===== src/rtl/ifetch_queue_pkg.sv =====
// Shared fetch-side constants and the queue entry layout for ifetch_queue.
package ifetch_queue_pkg;

  localparam logic [31:0] NOP_INSTR        = 32'h0000_0013;
  localparam logic [31:0] RESET_PC_DEFAULT = 32'h0000_0000;

  typedef struct packed {
    logic [31:0] instr;
    logic [31:0] pc;
    logic [31:0] pc4;
  } fetch_entry_t;

  localparam int ENTRY_W = $bits(fetch_entry_t);

endpackage


===== src/rtl/ifq_fifo.sv =====
// Circular FIFO with synchronous clear; count disambiguates full from empty.
module ifq_fifo #(
  parameter int WIDTH = 96,
  parameter int DEPTH = 4
) (
  input  logic                     clk,
  input  logic                     reset,
  input  logic                     clear,
  input  logic                     push,
  input  logic [WIDTH-1:0]         din,
  input  logic                     pop,
  output logic [WIDTH-1:0]         dout,
  output logic                     full,
  output logic                     empty,
  output logic [$clog2(DEPTH):0]   count
);

  localparam int PW = $clog2(DEPTH);
  localparam int CW = PW + 1;

  logic [WIDTH-1:0] mem [DEPTH];
  logic [PW-1:0]    wr_ptr;
  logic [PW-1:0]    rd_ptr;
  logic             do_push;
  logic             do_pop;

  assign full    = (count == CW'(DEPTH));
  assign empty   = (count == '0);
  assign do_push = push && (!full || pop);
  assign do_pop  = pop && !empty;
  assign dout    = mem[rd_ptr];

  // Pointers wrap naturally because DEPTH is a power of two.
  always_ff @(posedge clk) begin
    if (!reset || clear) begin
      wr_ptr <= '0;
      rd_ptr <= '0;
      count  <= '0;
    end else begin
      if (do_push) wr_ptr <= wr_ptr + 1'b1;
      if (do_pop)  rd_ptr <= rd_ptr + 1'b1;
      case ({do_push, do_pop})
        2'b10:   count <= count + 1'b1;
        2'b01:   count <= count - 1'b1;
        default: count <= count;
      endcase
    end
  end

  always_ff @(posedge clk) begin
    if (do_push) mem[wr_ptr] <= din;
  end

endmodule


===== src/rtl/ifetch_queue.sv =====
// Instruction fetch front end: credit-limited memory issue, in-order response
// capture into a small queue, and redirect handling with stale-response drops.
module ifetch_queue
  import ifetch_queue_pkg::*;
#(
  parameter int          DEPTH    = 4,
  parameter int          MAX_OUT  = 2,
  parameter logic [31:0] RESET_PC = RESET_PC_DEFAULT
) (
  input  logic        clk,
  input  logic        reset,
  input  logic        RedirectE,
  input  logic [31:0] PCTargetE,
  output logic        IReq,
  output logic [31:0] IAddr,
  input  logic        IRValid,
  input  logic [31:0] IRData,
  output logic        ValidF,
  input  logic        ReadyD,
  output logic [31:0] InstrF,
  output logic [31:0] PCF,
  output logic [31:0] PCPlus4F
);

  localparam int CW = $clog2(DEPTH) + 1;

  logic [31:0]   fetch_pc;
  logic [31:0]   resp_pc;
  logic [31:0]   hold_pc;
  logic [31:0]   hold_pc4;
  logic [31:0]   target;
  logic [CW-1:0] outstanding;
  logic [CW-1:0] drop_cnt;
  logic [CW-1:0] occupancy;
  logic [CW:0]   inflight;
  logic          resp_any;
  logic          drop_resp;
  logic          push;
  logic          pop;
  logic          fifo_full;
  logic          fifo_empty;
  fetch_entry_t  push_entry;
  fetch_entry_t  head;

  assign target    = PCTargetE & ~32'h3;
  assign inflight  = {1'b0, occupancy} + {1'b0, outstanding};
  assign resp_any  = IRValid && (outstanding != '0);
  assign drop_resp = resp_any && (drop_cnt != '0);
  assign push      = resp_any && (drop_cnt == '0) && !RedirectE;
  assign pop       = ValidF && ReadyD && !RedirectE;

  // Credit rule: queued plus in-flight never exceeds the queue, so no overflow.
  assign IReq  = reset && !RedirectE && !fifo_full
              && (outstanding < CW'(MAX_OUT))
              && (inflight < (CW+1)'(DEPTH));
  assign IAddr = fetch_pc;

  assign push_entry.instr = IRData;
  assign push_entry.pc    = resp_pc;
  assign push_entry.pc4   = resp_pc + 32'd4;

  ifq_fifo #(
    .WIDTH (ENTRY_W),
    .DEPTH (DEPTH)
  ) u_fifo (
    .clk   (clk),
    .reset (reset),
    .clear (RedirectE),
    .push  (push),
    .din   (push_entry),
    .pop   (pop),
    .dout  (head),
    .full  (fifo_full),
    .empty (fifo_empty),
    .count (occupancy)
  );

  assign ValidF   = !fifo_empty;
  assign InstrF   = fifo_empty ? NOP_INSTR : head.instr;
  assign PCF      = fifo_empty ? hold_pc   : head.pc;
  assign PCPlus4F = fifo_empty ? hold_pc4  : head.pc4;

  // resp_pc names the address of the next response that will be kept.
  always_ff @(posedge clk) begin
    if (!reset) begin
      fetch_pc    <= RESET_PC;
      resp_pc     <= RESET_PC;
      outstanding <= '0;
      drop_cnt    <= '0;
      hold_pc     <= '0;
      hold_pc4    <= '0;
    end else begin
      case ({IReq, resp_any})
        2'b10:   outstanding <= outstanding + 1'b1;
        2'b01:   outstanding <= outstanding - 1'b1;
        default: outstanding <= outstanding;
      endcase
      if (RedirectE) begin
        fetch_pc <= target;
        resp_pc  <= target;
        drop_cnt <= outstanding - CW'(resp_any);
      end else begin
        if (IReq)      fetch_pc <= fetch_pc + 32'd4;
        if (push)      resp_pc  <= resp_pc + 32'd4;
        if (drop_resp) drop_cnt <= drop_cnt - 1'b1;
      end
      if (!fifo_empty) begin
        hold_pc  <= head.pc;
        hold_pc4 <= head.pc4;
      end
    end
  end

endmodule


===== config.mk =====
export PLATFORM = sky130hd
export DESIGN_NAME = ifetch_queue
export DESIGN_NICKNAME = d
export VERILOG_FILES = /design/src/rtl/ifetch_queue_pkg.sv /design/src/rtl/ifq_fifo.sv /design/src/rtl/ifetch_queue.sv
export SDC_FILE = /design/constraint.sdc
export NUM_CORES = 1
export LEC_CHECK = 0
export CAP_MARGIN = 15
export CORE_MARGIN = 2
export CORE_UTILIZATION = 30
export DETAILED_ROUTE_END_ITERATION = 8
export PLACE_DENSITY = 0.59
export REMOVE_ABC_BUFFERS = 1
export SYNTH_ARGS = -nofsm -noshare
export SYNTH_HDL_FRONTEND = slang
export SYNTH_SLANG_ARGS = --single-unit

===== constraint.sdc =====
create_clock -name clk -period 3.9 [get_ports clk]
set_clock_uncertainty 0.15 [all_clocks]
set_input_delay 0.585 -clock clk [delete_from_list [all_inputs] [get_ports clk]]
set_output_delay 0.585 -clock clk [all_outputs]
set_load 0.02 [all_outputs]

==> results of run 1 <==
==> routing by layer <==
metal,routed length (um),global-route usage,up-vias
li1,-,-,5787
met1,23000,0.193,6310
met2,25000,0.240,309
met3,2890,0.0343,77
met4,1230,0.0419,2
met5,8,0,-
==> critical path, stage by stage (launching register included) <==
cell and delay, ns:
dfxtp_4 0.58, buf_12 0.38, mux4_2 0.55, nand2_1 0.09
nand2_1 0.07, clkdlybuf4s50_1 0.63
==> placed cells by master, fill, tap and decap left out, drive strengths merged, types with 6 or more instances in the layout <==
cell,count
a211oi,8
a21oi,51
a31oi,11
and2,99
and3,20
and4,10
buf,38
clkbuf,76
clkdlybuf4s50,192
clkinv,16
clkinvlp,6
dfxtp,139
edfxtp,368
ha,14
inv,24
mux4,92
nand2,228
nand3,31
nand4,26
nor2,48
nor3,15
nor4,12
o21ai,42
or3,7
xnor2,36
xor2,31
==> registers in the layout, summed over array words and instances (netlist names), named ones only <==
name / flops
resp_pc: 30
drop_cnt: 3
u_fifo.rd_ptr: 2
outstanding: 3
u_fifo.count: 3
hold_pc4: 32
u_fifo.wr_ptr: 2
u_fifo.mem: 368
hold_pc: 32
IAddr: 30
==> power by group <==
| group | internal (uW) | switching, uW |
|---|---|---|
| registers | 6020 | 163 |
| clock network | 3010 | 2150 |
| logic | 567 | 802 |
| total | 9600 | 3120 |
==> stage by stage <==
step           setup WS [ns]  setup TNS [ns]  std cells  cell area [um2]   util
2_1_floorplan          -3.99         -725.52       1364            20200      -
3_3_place_gp           0.634               0       2476            23700  0.348
3_5_place_dp           0.625               0       2476            23700  0.348
4_1_cts                0.153               0       2579            25500  0.374
5_1_grt               0.0494               0       2579            25500  0.374
6_report               0.251               0       2579            25500  0.374
==> cells by family after synthesis <==
family                     after synthesis  share of synthesized area
muxes                                   97                      0.103
buffers and inverters                  108                     0.0216
adders and majority gates               16                     0.0105
xor gates and xnor gates                67                     0.0285
AOI/OAI and AO/OA                      135                     0.0383
DFF                                    507                      0.672
other                                    1                   0.000182
and+or+nand+nor                        518                      0.125
==> area by class of cell <==
cell class                      instances  area [um2]  area share
Inverter                               22        82.6     0.00323
Sequential cell                       507       13800       0.542
Clock buffer                           76        1560      0.0611
Timing Repair Buffer                  230        2400      0.0940
Multi-Input combinational cell        835        6320       0.247
Tap cell                              882        1100      0.0432
Clock inverter                         27         240     0.00940
==> worst max path at each step <==
stage | from | end | slack (ns) | cells past startpoint
after floorplan | u_fifo.count[0] | u_fifo.count[2] | -3.99 | 10
after global placement | IRValid | u_fifo.count[2] | 0.63 | 13
after detailed placement | IRValid | u_fifo.count[2] | 0.63 | 13
after CTS | flop | PCF[15] | 0.15 | 5
after global routing | u_fifo.count[0] | PCF[15] | 0.05 | 5
final | flop | PCF[16] | 0.25 | 5
==> results.py, run 1 <==
metrics = {
    "run_status": {
        "status": "finished, final reports clean",
    },
    "timing": {
        "holdWs_ns": 0.335,
        "slew_headroom": 0.338,
        "setup_viol_count_final": 0,
        "rsz0062_at_grt": "false",
        "finalHoldViolations": 0,
        "fin_crit_sh": 0.936,
        "min_period_ns": 3.65,
        "fmaxAchievable_mhz": 274,
        "worstMarginPinSlew_ns": 0.992,
        "slew_violations": 0,
    },
    "critical_path": {
        "reg2regPathDepth": 12,
        "r2r_end": "u_fifo.count[2]",
        "start_kind": "flop",
        "rr_startpoint": "outstanding[1]",
        "arrival_ns": 2.91,
        "cp_max_fo": 41,
        "end_kind": "primary output",
        "worstPathRequired_ns": 3.16,
        "path_class": "reg2out",
        "r2r_slack_ns": 0.81,
    },
    "synthesis": {
        "synth_top_area_share": 0.537,
        "async_flop_share": 0,
        "yosys.cell_count.top_type": "edfxtp_1",
        "synth_area_mm2": 0.0206,
        "synthTopCellsByArea": "edfxtp_1 54%, dfxtp_1 14%, mux4_2 10%, nand2_1 4.2%, and2_1 3.0%",
        "syn_inst": 1449,
        "synth_edf_count": 368,
        "ys_ff_latch": 507,
        "yosysSeqAreaShare": 0.672,
        "syn_area_per_cell_um2": 14.2,
        "yosysTopAreaCell": "edfxtp_1",
        "synthFlopType": "edfxtp_1",
        "ys_types": 57,
        "synth.top_cells.by_count": "368 x edfxtp_1, 228 x nand2_1, 139 x dfxtp_1",
        "ys_warn_count": 0,
    },
    "floorplanning": {
        "coreArea_mm2": 0.0682,
        "ios": 199,
        "die_w_um": 266,
        "die_h_um": 266,
        "initial_core_util": 0.302,
        "row_count": 96,
        "dieArea_mm2": 0.0707,
    },
    "finish": {
        "insertedDiodeCount": 0,
        "nNetsFinal": 1736,
        "drive_above_1_share": 0.140,
        "synthToLayoutAreaGrowth_pct": 24.2,
        "fillCellCount": 6456,
    },
    "route": {
        "first_pass_iters": 4,
        "viasPerCell": 4.84,
        "wl_per_cell_um": 20.2,
        "drtIter0Drc": 759,
        "final_antenna_net_count": 0,
        "drc": 0,
        "routed_wl_um": 52100,
        "dr_total_vias": 12500,
    },
    "clocking": {
        "cts_tree": "yes",
        "path_clk_slew_ns": 0.06,
        "clk_path_buf_depth": 3,
        "clock_sinks": 507,
        "clk_latency_ns": 0.61,
        "htreeDepth": 2,
        "cts_setup_buffers": 0,
        "clock-root-buffer": "clkbuf_16",
        "holdBufCountCts": 0,
        "numCtsBuffers": 55,
        "cts.repair.resized": 0,
    },
    "placement": {
        "portBuffers": 194,
        "place_congestion": 0.775,
        "dp_hpwl_um": 33200,
    },
    "pwr": {
        "total_power_uw": 12700,
        "power.density_mw_per_mm2": 498,
        "peakVddDrop_v": 0.000309,
        "p_leak_uw": 0.00852,
    },
    "global_routing": {
        "track_usage": 0.146,
        "antenna_found_initial": 2,
        "grt_pass1_wl_um": 78200,
        "grt_pass1_vias": 12600,
        "grt_max_degree": 99,
        "grt_remaining_overflow": 0,
    },
    "min_path": {
        "hp-start": "hold_pc[0]",
        "hp-class": "reg2reg",
        "holdPathStages": 1,
        "min_to": "hold_pc[0]",
    },
    "run": {
        "cap_violations": 0,
    },
}
Power figures use the tool's default switching activity.
==> inputs of run 2 (changes only) <==
--- a/config.mk
+++ b/config.mk
@@ -11,6 +11,7 @@
 export DETAILED_ROUTE_END_ITERATION = 8
 export PLACE_DENSITY = 0.59
 export REMOVE_ABC_BUFFERS = 1
+export SKIP_LAST_GASP = 1
 export SYNTH_ARGS = -nofsm -noshare
 export SYNTH_HDL_FRONTEND = slang
 export SYNTH_SLANG_ARGS = --single-unit
==> results of run 2 <==
The final DEF is identical to that of run 1; final timing and power are the same.
